`config.mk`:
```
export PLATFORM = sky130hd
export DESIGN_NAME = stream_mux_rr
export DESIGN_NICKNAME = d
export VERILOG_FILES = /design/src/rtl/stream_mux_rr.sv
export SDC_FILE = /design/constraint.sdc
export NUM_CORES = 1
export LEC_CHECK = 0
export CORE_AREA = 5 5 60 62
export CTS_CLUSTER_SIZE = 28
export DETAILED_ROUTE_END_ITERATION = 16
export DIE_AREA = 0 0 65 67
export PLACE_DENSITY_LB_ADDON = 0.2
export SYNTH_ARGS = -nofsm -noshare
export SYNTH_HDL_FRONTEND = slang
export SYNTH_SLANG_ARGS = --single-unit
```
`constraint.sdc`:
```
create_clock -name clk -period 1.9 [get_ports clk]
set_input_delay 0.285 -clock clk [delete_from_list [all_inputs] [get_ports clk]]
set_output_delay 0.285 -clock clk [all_outputs]
set_load 0.05 [all_outputs]
```
`src/rtl/stream_mux_rr.sv`:
```
// stream_mux_rr: N_CH-channel, W-bit stream multiplexer with valid/ready on every
// channel. Arbitration is round-robin (mode=0) or forced select (mode=1). The
// winner goes into a single registered output stage.
// Optional feature macro: PKT_LOCK_EN adds in_last/out_last. It also holds the
// grant on one channel until that channel sends a beat with in_last set.

module stream_mux_rr #(
  parameter int N_CH = 4,
  parameter int W    = 8,
  localparam int SELW = (N_CH > 1) ? $clog2(N_CH) : 1
) (
  input  logic                clk,
  input  logic                rst_n,
  input  logic [N_CH-1:0]     in_valid,
  output logic [N_CH-1:0]     in_ready,
  input  logic [N_CH*W-1:0]   in_data,
`ifdef PKT_LOCK_EN
  input  logic [N_CH-1:0]     in_last,
  output logic                out_last,
`endif
  input  logic                mode,
  input  logic [SELW-1:0]     sel,
  output logic                out_valid,
  input  logic                out_ready,
  output logic [W-1:0]        out_data,
  output logic [SELW-1:0]     out_chan
);

  logic [SELW-1:0] rr_ptr;
  logic [SELW-1:0] grant;
  logic            grant_vld;
  logic            ld;
  logic            accept;
  logic            sel_ok;
  logic            lock;
  logic [SELW-1:0] lk_ch;

  // Channel index base+k, wrapped modulo N_CH.
  function automatic logic [SELW-1:0] wrap_idx(input logic [SELW-1:0] base, input int k);
    int s;
    s = int'(base) + k;
    if (s >= N_CH) s = s - N_CH;
    return s[SELW-1:0];
  endfunction

  // A sel value outside the channel range must never produce a grant.
  assign sel_ok = (int'(sel) < N_CH);

  // The output register can take a new beat when it is empty or being drained.
  assign ld = !out_valid || out_ready;

  // Choose the winning channel from the current inputs: lock first, then mode.
  always_comb begin
    grant_vld = 1'b0;
    grant     = '0;
    if (lock) begin
      grant     = lk_ch;
      grant_vld = in_valid[lk_ch];
    end else if (!mode) begin
      for (int k = 0; k < N_CH; k++) begin
        if (!grant_vld && in_valid[wrap_idx(rr_ptr, k)]) begin
          grant_vld = 1'b1;
          grant     = wrap_idx(rr_ptr, k);
        end
      end
    end else if (sel_ok && in_valid[sel]) begin
      grant_vld = 1'b1;
      grant     = sel;
    end
  end

  // Ready is gated by reset so that no channel sees a handshake while reset is held.
  assign accept = rst_n && ld && grant_vld;

  // One-hot ready for the granted channel only.
  always_comb begin
    in_ready = '0;
    if (accept) in_ready[grant] = 1'b1;
  end

  // Output register: load on accept, clear valid on a drain with nothing new.
  always_ff @(posedge clk or negedge rst_n) begin
    if (!rst_n) begin
      out_valid <= 1'b0;
      out_data  <= '0;
      out_chan  <= '0;
    end else if (accept) begin
      out_valid <= 1'b1;
      out_data  <= in_data[int'(grant)*W +: W];
      out_chan  <= grant;
    end else if (out_ready) begin
      out_valid <= 1'b0;
    end
  end

  // Round-robin pointer moves one past the winner on every mode-0 accept.
  always_ff @(posedge clk or negedge rst_n) begin
    if (!rst_n) begin
      rr_ptr <= '0;
    end else if (accept && !mode) begin
      rr_ptr <= (grant == SELW'(N_CH - 1)) ? '0 : grant + 1'b1;
    end
  end

`ifdef PKT_LOCK_EN
  // Packet lock: a non-last beat pins the grant to its channel; a last beat releases it.
  always_ff @(posedge clk or negedge rst_n) begin
    if (!rst_n) begin
      lock     <= 1'b0;
      lk_ch    <= '0;
      out_last <= 1'b0;
    end else if (accept) begin
      lock     <= !in_last[grant];
      lk_ch    <= grant;
      out_last <= in_last[grant];
    end
  end
`else
  assign lock  = 1'b0;
  assign lk_ch = '0;
`endif

endmodule
```
# After elaboration in Yosys (flattened, before gate mapping)
# Cells that the tools add are included.
# totals
reg_bits	13
wordCells	78
# classes
add_sub_neg	8
n_lt_le_gt_ge	11
eq_ne	1
n_shift	1
mux	39
reduce_logical	14
# ops
op	count
$shiftx 32x6->8	1
$mux 2	15
$lt 2x3->1 const B	6
$mux 1	17
$bmux 1 s2	5
$ge 3x3->1 const B	3
$sub 2x1->2 const B	4
$logic_and 1x1->1	7
$add 2x2->3 const B	2
$logic_not 1->1	5
$mux 4	1
$add 2x1->3 const B	1
$ge 2x3->1 const B	1
$add 2x1->2 const B	1
$demux 1 s2	1
$eq 2x2->1 const B	1
$ge 2x1->1 const B	1
$reduce_bool 2->1	1
$logic_or 1x1->1	1

# Depth between registers and ports, before layout
# depth
depth_word	24
mapped_depth	8
mapped_depth_nobuf	7

# Worst setup path before layout
# No wires, ideal clock.
# synth_timing
path_type	register -> output
startpoint	reg rr_ptr[0]
endpoint	out in_ready[0]
arrival_ps	1961
required_time_ps	1615
setup_slack_ps	-346
path_stages_with_launch	8
path_buffers	2
cell_sequence	dfrtp_1 nor3b_2 a211oi_1 o32ai_1 buf_6 buf_12 nand2b_1 nor2_1
# synth_via
elab_chain_len	24
# synth_lines
item	line	text
start, declared	29	logic [SELW-1:0] rr_ptr;
start signal, assigned	101	rr_ptr <= (grant == SELW'(N_CH - 1)) ? '0 : grant + 1'b1;
$ge 2x3->1 or $sub 2x1->2 (tied branches)	42	if (s >= N_CH) s = s - N_CH;
$mux 2	42	
$mux 2	59	end else if (!mode) begin
$bmux 1 s2	61	if (!grant_vld && in_valid[wrap_idx(rr_ptr, k)]) begin
$mux 1 (not written as such)	61	
$mux 1	61	
$mux 1	59	
$logic_not 1->1	61	
[8 not listed]	-	
$logic_and 1x1->1	61	
$mux 2	61	
$mux 2	59	
$lt 2x3->1 (not written as such) or $ge 2x1->1 (tied branches)	78	if (accept) in_ready[grant] = 1'b1;
$logic_and 1x1->1 (not written as such)	78	
$mux 1 (not written as such)	78	
$demux 1 s2	78	
$mux 4 (*)	78	
end, declared	15	output logic [N_CH-1:0] in_ready,
# Every way passes the cells marked *; elsewhere a longest branch is shown, timed or not. The select of a mux whose other input is x is not followed.

# Worst setup path after layout
# layout_timing
startpoint	reg rr_ptr[0]
endpoint	out in_ready[3]
# The elaborated chain is that of the path after synthesis.

==> flow_summary.ini <==
[sta]
hold_violations = 0
max_clock_freq_mhz = 462.0
rsz0062_at_grt = true
min_period_ns = 2.165
fin_worst_skew_ns = 0.003217
tightest_slew_ns = 0.5161
maxSlewViolCount = 0
fin_ws_ns = -0.2647
maxSlewHeadroom_pct = 65.48
hold_ws_ns = 0.3513
setup_viol = 12
fin_crit_sh_pct = 113.9

[run_status]
violations = negative setup slack
outcome = complete, but fails checks

[drt]
drc_errors = 0
num_vias = 984
drt-wirelength-per-cell_microns = 15.56
viasPerCell = 4.800
first_iter_violations = 52
dr.pass1.iters = 4
drt-total-wl_microns = 3189
ant_nets = 0

[cells_and_area]
antenna_cells = 0
final_cells = 205
design_area_sq_mm = 0.001989
fin_nets = 216
drive_gt1_share_pct = 38.95
syn_to_final_growth_pct = 103.3

[die]
die_h_microns = 67
ios = 57
initial_utilization_pct = 32.86
core_sq_mm = 0.002978
die_area_sq_mm = 0.004355
rows = 20
die_w_microns = 65

[critical_path]
cpPeakStageDelay_ns = 0.48
r2r_setup_slack_ns = -0.18
path_cells = nor2b_4 > o21bai_1 > o2bb2ai_1 > a22oi_2 > buf_6 > inv_4 > ha_4 > and2_4 > buf_12
startpoint_type = flip-flop
worst-path-buf-inv = 3
cp_max_fo = 5
cp.arrival_ns = 1.88
path_depth = 9
cp_top_family = flip-flops
worst_setup_path_end_kind = output pin
r2r-start = rr_ptr[0]
r2r-end = out_data[4]
worstSetupStartpoint = rr_ptr[0]
path_class = reg -> out
reg2reg_depth = 9
slowest_stage = dfrtp_2
critPathCapture = in_ready[3]
critPathRequiredTime_ns = 1.62

[placed_design]
post-place-ws_ns = -0.4695
place.gp.congestion = 0.8830
io_buffers = 56
dp_cells = 192
place_hpwl_microns = 2479
placed_cell_area_sq_mm = 0.001774

[synthesis]
synth_most_common_cell = mux2i_1
yosysTopAreaCell = dfrtp_1
synth_common_cells = mux2i_1, dfrtp_1, mux2_2
synth_top_area_share_pct = 33.25
ys_warn_count = 0
ys_ff_latch = 13
synth_cells = 88
ys.flop_type = dfrtp_1
synth-edff-count = 0
synthArstFlopShare_pct = 100.0
syn_area_sq_um = 978.4
synth_area_leaders = dfrtp_1, mux2i_1, mux2_2, mux2_4, buf_6
ys_types = 27
ys_seq_area_share_pct = 33.25
avgSynthCellArea_sq_um = 11.12
synth_fp_nets = 131

[clocking]
clock_latency_ns = 0.28
cts-root-buf = clkbuf_4
clk_pin_slew_ns = 0.08
cts_made_buffers = 3
postCtsHoldBufs = 0
cts_max_level = 1
tritoncts = yes
cts.path.max_buffers = 2
cts.sinks = 13

[global_routing]
antenna_found_initial = 0
grt_first_pass_wirelength_microns = 5244
overflow = 0
first_global_vias = 1113
grtUsageTotal_pct = 15.84
grt_max_degree = 14

[hold_path]
hold_path_class = in -> async

[power]
ir_worst_vdd_uv = 726.1
p_leak_nw = 0.8785
total_power_mw = 2.001
powerDensity_mw_per_mm2 = 1006

[flow_run]
maxCapViolCount = 0
## area by class of cell
cell class | count | area (sq um)
inverters | 4 | 17.52
fillers | 235 | 988.4
clock buffers | 4 | 26.28
flip-flops and latches | 13 | 327.8
repair buffers | 84 | 857.1
multi-input cells | 67 | 719.4
well taps | 33 | 41.29
## layout by cell type (no fill, tap or decap), drive strengths merged, types with 4 or more instances in the layout
master         count
buf               32
clkbuf             4
clkdlybuf4s50     46
dfrtp             13
dlygate4sd2        6
inv                4
mux2              10
mux2i             26
nor2               6
## power by group
part | total, mW | switching (mW) | internal, mW
Combinational | 1.34 | 0.670 | 0.675
Sequential | 0.480 | 0.0921 | 0.388
Clock | 0.177 | 0.0949 | 0.0816
Total | 2.00 | 0.857 | 1.14
## worst reg2reg max path: cells and delay by family (launching register included)
| kind | cells | cell delay [ns] |
|---|---|---|
| multiplexers | 3 | 0.58 |
| flip-flops | 1 | 0.46 |
| buffers and inverters | 3 | 0.37 |
| AO/OA/AOI/OAI | 2 | 0.36 |
| AND/OR/NAND/NOR | 1 | 0.22 |
## routing by layer
metal  wire length, microns  track usage [%]  vias to the layer above
li1                       -                -                      487
met1                   1241            16.29                      464
met2                   1791            31.93                       27
met3                    110            2.361                        6
met4                     45            5.541                        0
met5                      0                0                        -
## what timing repair did
item,in CTS,in global routing
cloned,0,0
pin swaps,7,6
resized for setup,25,13
setup endpoints to repair,14,14
setup buffers,9,2
## worst min-delay path by stage
stage / startpoint / to / cells after the start
2_1_floorplan: rst_n / out_chan[0] / 0
3_3_place_gp: out_chan[1] / out_chan[1] / 1
3_5_place_dp: out_chan[1] / out_chan[1] / 1
4_1_cts: rst_n / out_data[4] / 2
5_1_grt: rst_n / out_data[4] / 2
6_report: rst_n / out_data[4] / 2
## registers in the layout, indices dropped and copies added (netlist names)
signal and count:
out_chan 2, out_data 8, rr_ptr 2, out_valid 1
## per-stage QoR
step | TNS, ns | utilization, %
2_1_floorplan | 0 | -
3_3_place_gp | -5.398 | 59.58
3_5_place_dp | -6.112 | 59.58
4_1_cts | -2.495 | 64.83
5_1_grt | -2.818 | 66.81
6_report | -1.792 | 66.81
## cell families (layout without fill, tap and decap cells)
logic type      after synthesis  in the layout  share of synthesized area (%)
flops                        13             13                          33.25
fa+ha+maj                     1              1                          1.279
buf+inv                       8             92                          6.393
mux                          36             36                          39.26
compound gates               14             14                          10.61
simple gates                 16             16                          9.208
Note: power is estimated with default switching activity, not from simulation.
